[src/rtl/spi_arb_pkg.sv]
// Shared definitions for the SPI flash arbiter: FSM states, grant codes
// and default timing parameters.
package spi_arb_pkg;

   localparam int GUARD_CYCLES_DEFAULT = 8;
   localparam int SYNC_STAGES_DEFAULT  = 2;

   typedef enum logic [2:0] {
      IDLE,
      CTRL,
      WR_WAIT,
      WR_GUARD,
      WR,
      REL_GUARD
   } arb_state_t;

   localparam logic [1:0] GNT_NONE = 2'b00;
   localparam logic [1:0] GNT_CTRL = 2'b01;
   localparam logic [1:0] GNT_WR   = 2'b10;

endpackage

[src/rtl/spi_flash_arbiter_if.sv]
// Bundle of request, SPI source and arbitrated flash pin signals shared by
// the arbiter (slave side) and whatever drives it (master side).
interface spi_flash_arbiter_if;

   logic       i_FT_CS;
   logic       i_ctrl_req;
   logic       i_ctrl_spi_clk;
   logic       i_ctrl_spi_mosi;
   logic       i_ctrl_spi_cs;
   logic       i_wr_spi_clk;
   logic       i_wr_spi_mosi;
   logic       i_wr_spi_cs;
   logic       o_SPI_CLK;
   logic       o_SPI_MOSI;
   logic       o_SPI_CS;
   logic [1:0] o_grant;
   logic       o_HALT;
   logic       o_busy;

   modport slave (
      input  i_FT_CS, i_ctrl_req,
      input  i_ctrl_spi_clk, i_ctrl_spi_mosi, i_ctrl_spi_cs,
      input  i_wr_spi_clk, i_wr_spi_mosi, i_wr_spi_cs,
      output o_SPI_CLK, o_SPI_MOSI, o_SPI_CS,
      output o_grant, o_HALT, o_busy
   );

   modport master (
      output i_FT_CS, i_ctrl_req,
      output i_ctrl_spi_clk, i_ctrl_spi_mosi, i_ctrl_spi_cs,
      output i_wr_spi_clk, i_wr_spi_mosi, i_wr_spi_cs,
      input  o_SPI_CLK, o_SPI_MOSI, o_SPI_CS,
      input  o_grant, o_HALT, o_busy
   );

endinterface

[src/rtl/spi_flash_arbiter_sync.sv]
// Multi-flop synchronizer bringing a single asynchronous bit into the clk
// domain; the reset value lets the output start in the "inactive" level.
module bit_synchronizer #(
   parameter int   DEPTH     = 2,
   parameter logic RESET_VAL = 1'b1
) (
   input  logic clk,
   input  logic reset,
   input  logic d,
   output logic q
);

   logic [DEPTH-1:0] sync_reg;

   always_ff @(posedge clk) begin
      if (reset) begin
         sync_reg <= {DEPTH{RESET_VAL}};
      end else begin
         sync_reg <= {sync_reg[DEPTH-2:0], d};
      end
   end

   assign q = sync_reg[DEPTH-1];

endmodule

[src/rtl/spi_flash_arbiter.sv]
// Arbitrates the SPI flash between the 6809 controller and the FT2232 writer,
// holding the bus idle for a guard period on every change of owner.
module spi_flash_arbiter
   import spi_arb_pkg::*;
#(
   parameter int GUARD_CYCLES = GUARD_CYCLES_DEFAULT,
   parameter int SYNC_STAGES  = SYNC_STAGES_DEFAULT
) (
   input logic                clk,
   input logic                reset,
   spi_flash_arbiter_if.slave bus
);

   localparam logic [7:0] GUARD_LOAD = 8'(GUARD_CYCLES - 1);

   arb_state_t state;
   logic [7:0] guard_cnt;
   logic       ft_cs_sync;
   logic       ft_req;

   bit_synchronizer #(
      .DEPTH     (SYNC_STAGES),
      .RESET_VAL (1'b1)
   ) u_ft_sync (
      .clk   (clk),
      .reset (reset),
      .d     (bus.i_FT_CS),
      .q     (ft_cs_sync)
   );

   assign ft_req = ~ft_cs_sync;

   // The writer only ever gets the bus after a full guard; a running
   // controller transaction is allowed to finish first (WR_WAIT).
   always_ff @(posedge clk) begin
      if (reset) begin
         state       <= IDLE;
         bus.o_grant <= GNT_NONE;
         bus.o_busy  <= 1'b0;
         bus.o_HALT  <= 1'b1;
         guard_cnt   <= 8'd0;
      end else begin
         unique case (state)
            IDLE: begin
               if (ft_req) begin
                  state       <= WR_GUARD;
                  bus.o_grant <= GNT_NONE;
                  bus.o_busy  <= 1'b1;
                  guard_cnt   <= GUARD_LOAD;
               end else if (bus.i_ctrl_req) begin
                  state       <= CTRL;
                  bus.o_grant <= GNT_CTRL;
                  bus.o_busy  <= 1'b1;
               end
            end
            CTRL: begin
               if (ft_req) begin
                  state <= WR_WAIT;
               end else if (!bus.i_ctrl_req && bus.i_ctrl_spi_cs) begin
                  state       <= IDLE;
                  bus.o_grant <= GNT_NONE;
                  bus.o_busy  <= 1'b0;
                  bus.o_HALT  <= 1'b1;
               end
            end
            WR_WAIT: begin
               if (bus.i_ctrl_spi_cs && !bus.i_ctrl_req) begin
                  state       <= WR_GUARD;
                  bus.o_grant <= GNT_NONE;
                  guard_cnt   <= GUARD_LOAD;
               end
            end
            WR_GUARD: begin
               if (guard_cnt == 8'd0) begin
                  if (ft_req) begin
                     state       <= WR;
                     bus.o_grant <= GNT_WR;
                  end else begin
                     state     <= REL_GUARD;
                     guard_cnt <= GUARD_LOAD;
                  end
               end else begin
                  guard_cnt <= guard_cnt - 8'd1;
               end
            end
            WR: begin
               if (!ft_req) begin
                  state       <= REL_GUARD;
                  bus.o_grant <= GNT_NONE;
                  guard_cnt   <= GUARD_LOAD;
               end
            end
            REL_GUARD: begin
               if (guard_cnt == 8'd0) begin
                  if (ft_req) begin
                     state     <= WR_GUARD;
                     guard_cnt <= GUARD_LOAD;
                  end else begin
                     state      <= IDLE;
                     bus.o_busy <= 1'b0;
                     bus.o_HALT <= 1'b1;
                  end
               end else begin
                  guard_cnt <= guard_cnt - 8'd1;
               end
            end
            default: begin
               state       <= IDLE;
               bus.o_grant <= GNT_NONE;
               bus.o_busy  <= 1'b0;
               bus.o_HALT  <= 1'b1;
               guard_cnt   <= 8'd0;
            end
         endcase
         if (ft_req) begin
            bus.o_HALT <= 1'b0;
         end
      end
   end

   // With no owner the flash sees a deselected, quiet bus.
   always_comb begin
      bus.o_SPI_CS   = 1'b1;
      bus.o_SPI_CLK  = 1'b0;
      bus.o_SPI_MOSI = 1'b0;
      case (bus.o_grant)
         GNT_CTRL: begin
            bus.o_SPI_CS   = bus.i_ctrl_spi_cs;
            bus.o_SPI_CLK  = bus.i_ctrl_spi_clk;
            bus.o_SPI_MOSI = bus.i_ctrl_spi_mosi;
         end
         GNT_WR: begin
            bus.o_SPI_CS   = bus.i_wr_spi_cs;
            bus.o_SPI_CLK  = bus.i_wr_spi_clk;
            bus.o_SPI_MOSI = bus.i_wr_spi_mosi;
         end
         default: ;
      endcase
   end

endmodule

[src/flat_wrapper.sv]
// flat-port wrapper written by rule: the top's interface ports become plain ports
module spi_flash_arbiter_flat import spi_arb_pkg::*;
#(
   parameter int GUARD_CYCLES = GUARD_CYCLES_DEFAULT,
   parameter int SYNC_STAGES  = SYNC_STAGES_DEFAULT
)
  (clk, reset, bus_i_FT_CS, bus_i_ctrl_req, bus_i_ctrl_spi_clk, bus_i_ctrl_spi_mosi, bus_i_ctrl_spi_cs, bus_i_wr_spi_clk, bus_i_wr_spi_mosi, bus_i_wr_spi_cs, bus_o_SPI_CLK, bus_o_SPI_MOSI, bus_o_SPI_CS, bus_o_grant, bus_o_HALT, bus_o_busy);
  spi_flash_arbiter_if bus_i ();
  input logic clk;
  input logic reset;
  input wire logic [$bits(bus_i.i_FT_CS)-1:0] bus_i_FT_CS;
  input wire logic [$bits(bus_i.i_ctrl_req)-1:0] bus_i_ctrl_req;
  input wire logic [$bits(bus_i.i_ctrl_spi_clk)-1:0] bus_i_ctrl_spi_clk;
  input wire logic [$bits(bus_i.i_ctrl_spi_mosi)-1:0] bus_i_ctrl_spi_mosi;
  input wire logic [$bits(bus_i.i_ctrl_spi_cs)-1:0] bus_i_ctrl_spi_cs;
  input wire logic [$bits(bus_i.i_wr_spi_clk)-1:0] bus_i_wr_spi_clk;
  input wire logic [$bits(bus_i.i_wr_spi_mosi)-1:0] bus_i_wr_spi_mosi;
  input wire logic [$bits(bus_i.i_wr_spi_cs)-1:0] bus_i_wr_spi_cs;
  output wire logic [$bits(bus_i.o_SPI_CLK)-1:0] bus_o_SPI_CLK;
  output wire logic [$bits(bus_i.o_SPI_MOSI)-1:0] bus_o_SPI_MOSI;
  output wire logic [$bits(bus_i.o_SPI_CS)-1:0] bus_o_SPI_CS;
  output wire logic [$bits(bus_i.o_grant)-1:0] bus_o_grant;
  output wire logic [$bits(bus_i.o_HALT)-1:0] bus_o_HALT;
  output wire logic [$bits(bus_i.o_busy)-1:0] bus_o_busy;
  assign bus_i.i_FT_CS = bus_i_FT_CS;
  assign bus_i.i_ctrl_req = bus_i_ctrl_req;
  assign bus_i.i_ctrl_spi_clk = bus_i_ctrl_spi_clk;
  assign bus_i.i_ctrl_spi_mosi = bus_i_ctrl_spi_mosi;
  assign bus_i.i_ctrl_spi_cs = bus_i_ctrl_spi_cs;
  assign bus_i.i_wr_spi_clk = bus_i_wr_spi_clk;
  assign bus_i.i_wr_spi_mosi = bus_i_wr_spi_mosi;
  assign bus_i.i_wr_spi_cs = bus_i_wr_spi_cs;
  assign bus_o_SPI_CLK = bus_i.o_SPI_CLK;
  assign bus_o_SPI_MOSI = bus_i.o_SPI_MOSI;
  assign bus_o_SPI_CS = bus_i.o_SPI_CS;
  assign bus_o_grant = bus_i.o_grant;
  assign bus_o_HALT = bus_i.o_HALT;
  assign bus_o_busy = bus_i.o_busy;
  spi_flash_arbiter #(.GUARD_CYCLES(GUARD_CYCLES), .SYNC_STAGES(SYNC_STAGES)) u_core (.clk(clk), .reset(reset), .bus(bus_i));
endmodule
[config.mk]
export PLATFORM = sky130hd
export DESIGN_NAME = spi_flash_arbiter_flat
export DESIGN_NICKNAME = d
export VERILOG_FILES = /design/src/rtl/spi_arb_pkg.sv /design/src/rtl/spi_flash_arbiter_if.sv /design/src/rtl/spi_flash_arbiter_sync.sv /design/src/rtl/spi_flash_arbiter.sv /design/src/flat_wrapper.sv
export SDC_FILE = /design/constraint.sdc
export NUM_CORES = 1
export LEC_CHECK = 0
export CAP_MARGIN = 0
export CORE_MARGIN = 2
export CORE_UTILIZATION = 49
export DETAILED_ROUTE_END_ITERATION = 7
export GPL_TIMING_DRIVEN = 1
export PLACE_DENSITY = 0.75
export SYNTH_ARGS = -nofsm -noshare
export SYNTH_HDL_FRONTEND = slang
export SYNTH_SLANG_ARGS = --single-unit
[constraint.sdc]
create_clock -name clk -period 1.8 [get_ports clk]
set_input_delay 0.36 -clock clk [delete_from_list [all_inputs] [get_ports clk]]
set_output_delay 0.36 -clock clk [all_outputs]
set_load 0.005 [all_outputs]
**Yosys cells after proc, flatten, opt, wreduce, memory -nomap -nowiden**

Index checks and enable logic that the tools add are counted.
Widths: inputs -> output; s select.

- Bits in registers: 17
- Bits of input ports: 10
- Output and inout port bits: 7
- Word-level logic and storage cells: 79

- Add/sub/neg operators: 1
- Equality and inequality tests: 19
- Muxes and demuxes: 39
- Bitwise logic cells: 3
- Reductions and logical operators: 11

Operators by type and width:

| operator | number |
|---|---|
| $pmux 8 s6 | 1 |
| $mux 8 | 5 |
| $mux 3 | 8 |
| $pmux 3 s6 | 1 |
| $reduce_and 6->1 | 3 |
| $mux 2 | 8 |
| $pmux 2 s6 | 1 |
| $mux 1 | 10 |
| $ne 2x2->1 const B | 5 |
| $logic_not 8->1 | 1 |
| $ne 2x1->1 const B | 4 |
| $sub 8x1->8 const B | 1 |
| $eq 3x2->1 const B | 2 |
| $eq 3x3->1 const B | 2 |
| $ne 3x2->1 const B | 2 |
| $pmux 1 s2 | 3 |
| $pmux 1 s4 | 1 |
| $reduce_or 4->1 | 1 |
| $eq 3x1->1 const B | 1 |
| $logic_not 3->1 | 1 |
| $ne 3x3->1 const B | 1 |
| $not 1->1 | 3 |
| $pmux 1 s3 | 1 |
| $reduce_and 3->1 | 1 |
| other kinds (6) | 6 |

**Logic depth before layout (Yosys ltp)**

Gate-level depths: netlist of the first run.

- Depth after elaboration: 5
- Depth in mapped cells: 7
- Depth with buffers taken out: 7

**Cells and area by module**

From an unflattened synthesis of the first run, not the netlist that was laid out.

- Cells, all modules: 158
- Area total of the unflattened synthesis: 1226.2 µm²

By module, submodules not included:

| module | times used | cells each | area an instance (µm²) | seq. area each (µm²) |
|---|---|---|---|---|
| spi_flash_arbiter | 1 | 154 | 1173.6 | 300.3 |
| bit_synchronizer | 1 | 4 | 52.6 | 40.0 |

**Worst setup path before layout of the first run**

Ideal clock, no wire load.

- Path type: register to register
- From: register u_core.guard_cnt[0]
- To: register u_core.guard_cnt[4]
- Setup time: 129 ps
- Arrival time: 1591 ps
- Data required time: 1671 ps
- Setup slack: 80 ps
- Cell stages (with the launch flop): 8
- Path buffers: 0
- Clock period less this slack: 1720 ps
- Path through: dfxtp_1 > inv_1 > ha_1 > or4b_4 > o211ai_4 > o221ai_1 > a22oi_1 > nor2_1

- Cells in the longest elaborated chain, start to end: 3
- Elaborated cells between the ends (all ways): 5
- Classes of those cells: add/sub (1); mux (3); reduce/logical (1)

Ends and longest elaborated chain:

| element | RTL line | text |
|---|---|---|
| start: declaration | spi_flash_arbiter.sv:17 | `logic [7:0] guard_cnt;` |
| start signal: assignment | spi_flash_arbiter.sv:83 | `guard_cnt <= guard_cnt - 8'd1;` |
| start signal: assignment | spi_flash_arbiter.sv:104 | `guard_cnt <= guard_cnt - 8'd1;` |
| $sub 8x1->8 or $logic_not 8->1 (tied branches) | -- |  |
| $mux 8, on equally long branches | spi_flash_arbiter.sv:94, spi_flash_arbiter.sv:74 |  |
| $pmux 8 s6 (*) | spi_flash_arbiter.sv:43 | `unique case (state)` |

Every way passes the cells marked *; elsewhere a longest branch is shown, timed or not.
A chain may end at the register's enable or synchronous reset.

**Final worst setup path of the first run**

- From: register u_core.bus.o_grant[1]
- To: output port bus_o_SPI_CS

- Cells in the longest elaborated chain, start to end: 2
- Elaborated cells between the ends (all ways): 3
- Classes of those cells: eq/ne (2); mux (1)

Ends and longest elaborated chain:

| element | RTL line | text |
|---|---|---|
| start: declaration | spi_flash_arbiter_if.sv:25 | `output o_grant, o_HALT, o_busy` |
| start signal: assignment | spi_flash_arbiter.sv:38 | `bus.o_grant <= GNT_NONE;` |
| start signal: assignment | spi_flash_arbiter.sv:47 | `bus.o_grant <= GNT_NONE;` |
| start signal: assignment | spi_flash_arbiter.sv:52 | `bus.o_grant <= GNT_CTRL;` |
| $eq 2x2->1 or $eq 2x1->1 (tied branches) | spi_flash_arbiter.sv:126 | `case (bus.o_grant)` |
| $pmux 1 s2 (*) | spi_flash_arbiter.sv:126 |  |
| end: declaration | flat_wrapper.sv:21 | `output wire logic [$bits(bus_i.o_SPI_CS)-1:0] bus_o_SPI_CS;` |

Marks and branches as above.

==> results of run 1 <==
-- synth_stat cells (2+ instances only) --
cell type | n | area (sq um)
nand2b_1 | 6 | 37.5
a21oi_1 | 19 | 95.1
or3_1 | 2 | 12.5
buf_2 | 7 | 35.0
dfxtp_1 | 17 | 340
a31oi_1 | 4 | 25.0
nor2_1 | 17 | 63.8
clkbuf_1 | 4 | 15.0
ha_1 | 4 | 50.1
o21ai_0 | 10 | 50.1
or2_2 | 2 | 12.5
o21a_1 | 2 | 15.0
nor3_2 | 2 | 20.0
o221ai_1 | 2 | 17.5
mux2i_1 | 2 | 20.0
nand2_1 | 8 | 30.0
o22ai_1 | 2 | 12.5
nor2b_1 | 9 | 56.3
inv_1 | 7 | 26.3
a22oi_1 | 4 | 30.0
a21o_1 | 4 | 30.0
nand3_1 | 5 | 25.0
nor3_1 | 6 | 30.0
o21ai_1 | 3 | 15.0
nand4_1 | 2 | 12.5
nor3b_1 | 2 | 15.0
-- critical path, stage by stage (launching register included) --
cell           delay, ps
dfxtp_4              380
inv_1                 50
ha_2                 180
a221o_1              310
dlygate4sd2_1        260
-- worst max-delay path by stage --
stage                                      from                   to  slack [ps]
after floorplan             u_core.guard_cnt[0]  u_core.guard_cnt[4]          80
after global placement        bus_i_ctrl_spi_cs  u_core.guard_cnt[0]        -150
after detailed placement      bus_i_ctrl_spi_cs  u_core.guard_cnt[0]        -190
after CTS                 u_core.bus.o_grant[0]         bus_o_SPI_CS         -90
after global routing        u_core.guard_cnt[1]  u_core.guard_cnt[4]         -90
final                     u_core.bus.o_grant[1]         bus_o_SPI_CS         -30
-- metal layers --
metal,vias to the layer above,track usage [%],share of wire (%)
met1,713,31.8,43
li1,722,-,-
met2,55,42.7,49
met3,12,4.38,5.5
met5,-,0,0
met4,0,8.16,1.8
-- per-stage QoR --
stage	setup TNS, ps	hold WS (ps)
after detailed placement	-911	431
final	-111	468
after floorplan	0	389
after CTS	-277	462
after global placement	-767	393
after global routing	-592	472
-- cell type report --
class | count | area, sq um
tap | 31 | 38.8
fill | 224 | 846
timing repair buffer | 47 | 405
inverter | 7 | 26.3
multi-input combinational | 140 | 996
sequential | 17 | 348
clock buffer | 4 | 26.3
-- power by group --
group          switching [uW]  total [uW]  internal, uW  leakage (uW)
sequential               32.8         439           406      0.000141
combinational             325         654           329      0.000600
clock                     129         216          86.3     0.0000150
total                     487        1310           821      0.000756
-- repair_timing --
| action | 4_1_cts | 5_1_grt |
|---|---|---|
| endpoints found under the setup margin | 9 | 13 |
| pin swaps | 9 | 7 |
| resized for setup | 15 | 8 |
| setup buffers | 2 | 2 |
-- logic make-up after synthesis --
| logic type | synth area share (%) |
|---|---|
| AO/OA/AOI/OAI | 31.4 |
| AND/OR/NAND/NOR | 29.9 |
| flip-flops | 25.2 |
| XOR/XNOR | 1.21 |
| adder cells (fa/ha/maj) | 3.71 |
| buffers and inverters | 6.21 |
| multiplexers | 2.32 |
==> reports/qor.csv, run 1 <==
stage;metric;value;unit
sta;max_slew.worst_pin.slew;432;ps
sta;fmax;545;MHz
synthesis;commonest_register_cell_after_synthesis;dfxtp_1;
global_route;grt_pass1_vias;1389;
global_route;antenna_violations_before_repair;0;
setup_path;worstPathRequired;1440;ps
pwr;leakage_dissipation;0.000756;uW
layout;num-nets-final;230;
synthesis;synthesis.area;1350;sq um
drt;drt-vias-per-instance;6.11;
job;max_cap_violations;0;
synthesis;syn-mean-instance-area;7.67;sq um
placement;dpl.hpwl;2.93;mm
sta;slew_viol_final;0;
layout;largest_reg_flops;8;
synthesis;mappedNetlistNets;190;
clock_tree;clock-root-buffer;clkbuf_4;
clock_tree;path_clk_slew;110;ps
clock_tree;maximum_clock_insertion_buffer_count;2;
floorplan;die_outline_area;3190;sq um
placement;gp_congestion;0.956;
sta;final-hold-violation-count;0;
drt;drc;0;
setup_path;path_class;reg -> out;
floorplan;boundaryPins;17;
layout;final_design_area_no_fill;1840;sq um
synthesis;synth_enable_flop_cells;0;
drt;routed_wire_length;4.05;mm
global_route;largest_net_degree_at_the_start_of_global_routing;20;
pwr;pwr_density_cell;711;nW/um^2
clock_tree;number_of_buffers_added_by_the_clock_tree_synthesis_step;3;
synthesis;synth_async_sr_flop_share;0;%
hold_path;worstHoldPathCells;1;
clock_tree;cts.hold.buffers_added;0;
setup_path;crit_arrival;1470;ps
sta;fin_skew;5.35;ps
synthesis;post_synth_inst_count;176;
clock_tree;worstSkewPairLatency;300;ps
sta;rsz0062_at_grt;true;
floorplan;die_boundary_width;56.5;um
placement;place_ws;-189;ps
drt;drt.antenna.violating_nets;0;
layout;layoutNonFillerInstCount;246;
layout;layout-area-overhead-vs-synth;36.3;%
global_route;gr_ovfl_total;0;
sta;max_slew_margin;71.1;%
floorplan;initial_util;50.3;%
pwr;power_consumption;1310;uW
sta;setup_ws;-33.7;ps
clock_tree;tritoncts_clock_tree;built;
setup_path;worstRegToRegCells;8;
floorplan;num_rows;19;
floorplan;core_region_area;2690;sq um
synthesis;synth_sequential_area_ratio;25.2;%
outcome;result_of_the_run;finished, violations left;
drt;drt_first_iter_violations;88;
layout;final_layout_size_suffix_gt1_share;28.8;%
setup_path;rr_startpoint;u_core.guard_cnt[1];
synthesis;synthesis.yosys.warnings;0;
layout;layout.cells.most_common_list;buf_4 (29), a21oi_1 (18), nor2_1 (16), clkdlybuf4s50_1 (13), dfxtp_1 (13);
sta;setup_viol;6;
setup_path;start_kind;flop;
setup_path;reg2reg_to;u_core.state[0];
hold_path;holdCritPathClass;reg -> reg;
layout;largestRegisters;u_core.guard_cnt: 8 flops, u_core.state: 3 flops;
setup_path;worst_setup_path_end_kind;output port;
drt;wl_per_cell;16.5;um
hold_path;holdPathEnd;u_core.u_ft_sync.sync_reg[1];
pwr;vdd_drop_max;580;uV
setup_path;worst-path-max-fanout;4;
placement;port-buffer-count;16;
drt;dr.pass1.iters;4;
global_route;groute.usage.overall;25.0;%
layout;antenna_fix_cells;0;
synthesis;synth_cell_types;50;
sta;period_share;102;%
drt;route.vias.total;1502;
global_route;global_route_wire_length_before_repair;6.32;mm
placement;cell_count_after_placement;238;
clock_tree;cts_sinks;17;
layout;most_frequent_standard_cell_in_the_layout_excluding_fill_and_tap_cells;buf_4;
setup_path;worst-r2r-setup-slack;-30;ps
layout;final_core_utilization;68.5;%
floorplan;chipHeight;56.5;um
clock_tree;ctsHtreeMaxLevel;1;
placement;placed_standard_cell_area;1690;sq um
hold_path;hp-start;u_core.u_ft_sync.sync_reg[0];
synthesis;synth.ff_latch_count;17;
layout;largest_register;u_core.guard_cnt;
outcome;violated_checks;negative setup slack;
sta;timing.final.crit_period;1830;ps
No activity file was read; power rests on OpenSTA's default activity.
==> run 2, diff against run 1 <==
--- a/config.mk
+++ b/config.mk
@@ -6,11 +6,14 @@
 export NUM_CORES = 1
 export LEC_CHECK = 0
 export CAP_MARGIN = 0
+export CELL_PAD_IN_SITES_DETAIL_PLACEMENT = 0
+export CELL_PAD_IN_SITES_GLOBAL_PLACEMENT = 1
 export CORE_MARGIN = 2
-export CORE_UTILIZATION = 49
+export CORE_UTILIZATION = 36
 export DETAILED_ROUTE_END_ITERATION = 7
+export GPL_ROUTABILITY_DRIVEN = 0
 export GPL_TIMING_DRIVEN = 1
-export PLACE_DENSITY = 0.75
+export PLACE_DENSITY_LB_ADDON = 0.1
 export SYNTH_ARGS = -nofsm -noshare
 export SYNTH_HDL_FRONTEND = slang
 export SYNTH_SLANG_ARGS = --single-unit
==> run 2 against run 1 <==
Global-route usage fell by 5.6 points. Routed wire length fell by 3.9%. Sequential share of layout area fell by 0.50 points. Maximum frequency rose by 1.9%. Hold slack got worse by 52 ps. The run now ends clean. Worst setup slack improved by 35 ps. Sequential power barely moved. Register-to-register slack improved by 30 ps. Critical endpoint is now u_core.guard_cnt[4]. Largest power group unchanged.
==> reports/qor.csv, run 2 (synthesized netlist as in run 1, its figures left out) <==
stage;metric;value;unit
floorplan;initial_util;37.2;%
clock_tree;maximum_clock_insertion_buffer_count;2;
drt;dr.pass1.iters;4;
sta;slew_viol_final;0;
sta;max_slew.worst_pin.slew;431;ps
floorplan;chipHeight;65.2;um
clock_tree;ctsHtreeMaxLevel;1;
drt;drt-vias-per-instance;5.57;
global_route;global_route_wire_length_before_repair;6.54;mm
drt;drc;0;
placement;placed_standard_cell_area;1750;sq um
setup_path;most_frequent_cell_on_the_critical_path;nor2_1;
layout;most_frequent_standard_cell_in_the_layout_excluding_fill_and_tap_cells;buf_4;
layout;largestRegisters;u_core.guard_cnt: 8 flops, u_core.state: 3 flops;
global_route;grt_pass1_vias;1386;
sta;setup_viol;0;
setup_path;start_kind;flop;
setup_path;worst-r2r-setup-slack;1;ps
setup_path;crit_family;simple AND/OR/NAND/NOR gates;
clock_tree;number_of_buffers_added_by_the_clock_tree_synthesis_step;3;
global_route;groute.usage.overall;19.4;%
layout;layoutNonFillerInstCount;265;
global_route;global_route.usage.met1;26.8;%
global_route;largest_net_degree_at_the_start_of_global_routing;19;
layout;multi_input_comb_area;1000;sq um
hold_path;holdCritPathClass;reg -> reg;
global_route;grt_use_met2;31.8;%
floorplan;die_boundary_width;65.2;um
setup_path;worst_setup_path_end_kind;flop;
layout;largest_reg_flops;8;
sta;rsz0062_at_grt;true;
clock_tree;worstSkewPairLatency;250;ps
global_route;top_usage_layer;met2;
sta;timing.final.crit_period;1800;ps
floorplan;die_outline_area;4260;sq um
floorplan;boundaryPins;17;
clock_tree;clock-root-buffer;clkbuf_8;
global_route;gr_ovfl_total;0;
layout;final_design_area_no_fill;1900;sq um
setup_path;path_class;reg -> reg;
setup_path;worstPathRequired;1950;ps
outcome;result_of_the_run;finished, final reports clean;
sta;final-hold-violation-count;0;
global_route;antenna_violations_before_repair;0;
pwr;pwr_density_cell;713;nW/um^2
drt;drt.antenna.violating_nets;0;
setup_path;worst-path-max-fanout;6;
setup_path;critPathBufInv;1;
layout;num-nets-final;232;
drt;routed_wire_length;3.90;mm
pwr;vdd_drop_max;383;uV
layout;largest_register;u_core.guard_cnt;
clock_tree;cts_sinks;17;
layout;final_layout_size_suffix_gt1_share;30.9;%
layout;regArea;350;sq um
setup_path;crit_arrival;1950;ps
layout;layout.cells.most_common_list;buf_4 (32), a21oi_1 (18), nor2_1 (17), clkdlybuf4s50_1 (13), dfxtp_1 (11);
clock_tree;tritoncts_clock_tree;built;
drt;drt_first_iter_violations;94;
placement;cell_count_after_placement;258;
floorplan;num_rows;22;
job;max_cap_violations;0;
layout;antenna_fix_cells;0;
sta;period_share;99.9;%
pwr;leakage_dissipation;0.000778;uW
placement;dpl.hpwl;2.85;mm
clock_tree;path_clk_slew;70;ps
setup_path;critical_path.slowest_cell;or4b_4;
setup_path;highest_cell_delay_on_the_worst_timing_path;500;ps
drt;wl_per_cell;14.7;um
layout;nFillCells;364;
drt;route.vias.total;1475;
sta;fin_skew;1.44;ps
global_route;gr-usage-met3;2.40;%
placement;port-buffer-count;16;
floorplan;core_region_area;3630;sq um
sta;fmax;556;MHz
layout;layout-area-overhead-vs-synth;41.1;%
sta;max_slew_margin;71.2;%
setup_path;cell_by_cell_listing_of_the_critical_path;inv_2 > ha_4 > or4b_4 > o211ai_4 > nor2_1 > a22oi_1 > nor2_1;
==> run 2: timing repair <==
item | CTS | global route
hold buffers | 0 | 0
hold endpoints to repair | 0 | 0
setup buffers | 2 | 1
gates resized for setup | 13 | 15
setup endpoints to repair | 10 | 11
pin swaps | 5 | 8
==> run 2: routing by layer <==
layer	up-vias	wire length [um]
li1	730	-
met1	691	1770
met2	50	1830
met3	4	268
met4	0	30
met5	-	0
==> run 2: path summary, 6_finish.rpt <==
kind	from	to	cells after the start
worst max-delay path	u_core.guard_cnt[1]	u_core.guard_cnt[4]	7
worst min-delay path	u_core.u_ft_sync.sync_reg[0]	u_core.u_ft_sync.sync_reg[1]	1
worst max register to register	u_core.guard_cnt[1]	u_core.guard_cnt[4]	7
worst min register to register	u_core.u_ft_sync.sync_reg[0]	u_core.u_ft_sync.sync_reg[1]	1
==> run 2: cell type report <==
| class | instances | area share, % |
|---|---|---|
| clock buffers | 3 | 2.17 |
| clock inverters | 1 | 0.263 |
| inverters | 7 | 1.38 |
| multi-input cells | 140 | 52.7 |
| flip-flops and latches | 17 | 18.4 |
| well taps | 48 | 3.15 |
| repair buffers | 49 | 21.9 |
==> run 2: power by group <==
part | internal [uW] | switching [uW] | total, uW
sequential | 407 | 34.9 | 442
combinational | 316 | 308 | 624
clock | 154 | 138 | 292
==> run 2: through the flow <==
step / hold slack (ps) / setup TNS, ps / setup WS (ps) / util (%) / power [uW]
global placement: 400 / -981 / -139 / 48.2 / 1000
floorplan: 389 / 0 / 80.3 / - / 777
detailed placement: 403 / -1040 / -141 / 48.2 / 1000
finish: 415 / 0 / 0.954 / 52.4 / 1360
global route: 459 / -343 / -59.4 / 52.4 / 1450
CTS: 420 / -3.55 / -3.55 / 50.8 / 1330
==> run 3, diff against run 2 <==
--- a/config.mk
+++ b/config.mk
@@ -16,4 +16,5 @@
 export PLACE_DENSITY_LB_ADDON = 0.1
 export SYNTH_ARGS = -nofsm -noshare
 export SYNTH_HDL_FRONTEND = slang
+export SYNTH_HIERARCHICAL = 1
 export SYNTH_SLANG_ARGS = --single-unit
==> run 3 against run 2 <==
The run now ends with negative setup slack left. Flip-flop and latch count stayed put. Area after synthesis is 9.2% lower. Routed wire length is 5.3% lower. Maximum frequency is 17% lower. Clock skew is 2.4 ps higher. Largest cell class unchanged.
==> reports/qor.csv, run 3 <==
stage;metric;value;unit
outcome;result_of_the_run;finished, violations left;
outcome;violated_checks;negative setup slack;
pwr;power_consumption;1350;uW
synthesis;synth.ff_latch_count;17;
placement;dpl.hpwl;2.68;mm
pwr;pwr_density_cell;740;nW/um^2
sta;max_slew_margin;58.8;%
pwr;combinationalPowerShare;49.8;%
drt;routed_wire_length;3.69;mm
drt;drt.antenna.violating_nets;0;
floorplan;num_rows;21;
global_route;grt_pass1_vias;1332;
global_route;antenna_violations_before_repair;0;
layout;largest_register;u_core/guard_cnt;
clock_tree;tritoncts_clock_tree;built;
drt;route.vias.total;1368;
sta;period_share;120;%
synthesis;synth_enable_flop_cells;0;
clock_tree;clock-root-buffer;clkbuf_4;
synthesis;synthTopCellsByCount;dfxtp_1 (17), o21ai_0 (13), a21oi_1 (12);
synthesis;synth_top_family_by_area;compound AO/OA/AOI/OAI gates;
clock_tree;path_clk_slew;120;ps
layout;largestRegisters;u_core/guard_cnt: 8 flops, u_core/state: 3 flops;
synthesis;synthesis.yosys.warnings;6;
global_route;groute.usage.overall;19.3;%
global_route;gr_ovfl_total;0;
layout;final_layout_size_suffix_gt1_share;34.5;%
synthesis;most_common_cell_in_the_netlist;dfxtp_1;
clock_tree;ctsHtreeMaxLevel;1;
setup_path;crit_family;simple AND/OR/NAND/NOR gates;
synthesis;post_synth_fa_ha_maj_area_fraction;4.08;%
hold_path;holdCritPathClass;reg -> reg;
pwr;switching_power;497;uW
synthesis;mappedNetlistNets;172;
placement;placed_standard_cell_area;1640;sq um
pwr;vdd_drop_max;528;uV
setup_path;worstPathRequired;2040;ps
setup_path;critPathBufInv;1;
pwr;netSwitchingFraction;36.9;%
layout;layout-area-overhead-vs-synth;48.4;%
drt;drt-vias-per-instance;5.49;
layout;num-nets-final;218;
setup_path;worst-path-max-fanout;6;
drt;wl_per_cell;14.8;um
synthesis;synth_sequential_area_ratio;27.8;%
clock_tree;maximum_clock_insertion_buffer_count;2;
job;max_cap_violations;0;
synthesis;synth_async_sr_flop_share;0;%
synthesis;synthDominantAreaCellType;dfxtp_1;
sta;fmax;463;MHz
sta;max_slew.worst_pin.slew;611;ps
synthesis;synthesis.area;1230;sq um
layout;final_design_area_no_fill;1820;sq um
pwr;cellInternalPower;849;uW
setup_path;path_class;reg -> reg;
sta;slew_viol_final;0;
synthesis;syn-mean-instance-area;7.76;sq um
synthesis;synth-simple-area-share;28.5;%
sta;final-hold-violation-count;0;
floorplan;boundaryPins;17;
clock_tree;cts_sinks;17;
sta;setup_ws;-359;ps
sta;timing.final.crit_period;2160;ps
synthesis;synth.mux.area_fraction;0.816;%
layout;antenna_fix_cells;0;
drt;dr.pass1.iters;4;
layout;largest_reg_flops;8;
pwr;share_seq_of_total_power;33.6;%
sta;rsz0062_at_grt;true;
layout;nFillCells;318;
floorplan;die_outline_area;3890;sq um
drt;drt_first_iter_violations;72;
setup_path;start_kind;flop;
drt;drc;0;
setup_path;cell_by_cell_listing_of_the_critical_path;inv_2 > ha_4 > or4b_4 > or4_4 > and2_4 > or3_1 > a21oi_1;
sta;fin_skew;3.80;ps
floorplan;core_region_area;3310;sq um
pwr;share_clk_of_total_power;16.6;%
floorplan;die_boundary_width;62.4;um
floorplan;chipHeight;62.4;um
setup_path;critical_path.slowest_cell;or4b_4;
setup_path;crit_arrival;2400;ps
layout;most_frequent_standard_cell_in_the_layout_excluding_fill_and_tap_cells;buf_4;
pwr;leakage_dissipation;0.000723;uW
synthesis;synth-compound-area-share;31.7;%
synthesis;commonest_register_cell_after_synthesis;dfxtp_1;
synthesis;synth_cell_types;45;
placement;port-buffer-count;16;
placement;place_ws;-374;ps
global_route;largest_net_degree_at_the_start_of_global_routing;20;
synthesis;synthTopCellsByArea;dfxtp_1 (28%), o21ai_0 (5.3%), a21oi_1 (4.9%);
synthesis;synth_xor_xnor_area_share;0.714;%
sta;setup_viol;12;
setup_path;worst_setup_path_end_kind;flop;
setup_path;highest_cell_delay_on_the_worst_timing_path;470;ps
global_route;global_route_wire_length_before_repair;6.16;mm
clock_tree;worstSkewPairLatency;290;ps
synthesis;synth_top_area_share;27.8;%
floorplan;initial_util;37.0;%
synthesis;post_synth_inst_count;158;
layout;layout.cells.most_common_list;buf_4 (32), dfxtp_1 (13), clkdlybuf4s50_1 (12), o21ai_0 (12), nor2_1 (9);
clock_tree;number_of_buffers_added_by_the_clock_tree_synthesis_step;3;
clock_tree;cts.hold.buffers_added;0;
[run 3: cell count changes after synthesis, sizes merged, moves of 4 or more]
cell / change
nor2: -9
buf: -5
a21oi: -7
a211oi: +4
[run 3: area by class of cell]
class	count	area, sq um	area share, %
multi-input cells	124	923	50.8
repair buffers	51	434	23.9
flip-flops and latches	17	348	19.1
well taps	46	57.6	3.16
inverters	7	26.3	1.44
clock buffers	3	22.5	1.24
clock inverters	1	7.51	0.413
[run 3: power groups by stage]
stage / clock, uW / combinational (uW) / sequential (uW)
floorplan: 0 / 341 / 450
global placement: 0 / 566 / 456
detailed placement: 0 / 572 / 457
CTS: 228 / 626 / 450
global route: 245 / 730 / 457
finish: 223 / 670 / 453
[run 3: final timing paths]
path	startpoint	to	slack, ps	depth (start not counted)
max	u_core/guard_cnt[1]	u_core/state[2]	-360	7
min	u_core/u_ft_sync/sync_reg[0]	u_core/u_ft_sync/sync_reg[1]	410	1
max reg2reg	u_core/guard_cnt[1]	u_core/state[2]	-360	7
min reg2reg	u_core/u_ft_sync/sync_reg[0]	u_core/u_ft_sync/sync_reg[1]	410	1
[run 3: cell families (layout without fill, tap and decap cells)]
family	after synthesis	count (layout)
xor gates and xnor gates	1	1
adders and majority gates	4	4
AOI/OAI and AO/OA	59	59
DFF	17	17
muxes	1	1
buffers and inverters	17	62
and+or+nand+nor	59	59
[run 3: stage by stage]
| stage | utilization, % | hold WS [ps] | instances | setup TNS (ps) |
|---|---|---|---|---|
| after floorplan | - | 383 | 158 | -2760 |
| final | 55.0 | 415 | 249 | -3300 |
| after global placement | 49.5 | 388 | 240 | -3530 |
| after detailed placement | 49.5 | 389 | 240 | -3990 |
| after CTS | 53.5 | 417 | 248 | -3090 |
| after global routing | 55.0 | 473 | 249 | -4190 |
[run 3: timing repair]
action | in CTS | in global routing
setup endpoints to repair | 16 | 16
pin swaps | 10 | 5
resized for setup | 24 | 10
setup buffers | 4 | 1
[run 3: routing by layer]
layer / GRT usage, % / share of wire, % / vias up
met4: 6.39 / 0.98 / 0
met3: 2.54 / 4.9 / 4
met5: 0 / 0 / -
met1: 25.4 / 46 / 649
met2: 32.7 / 48 / 32
li1: - / - / 683
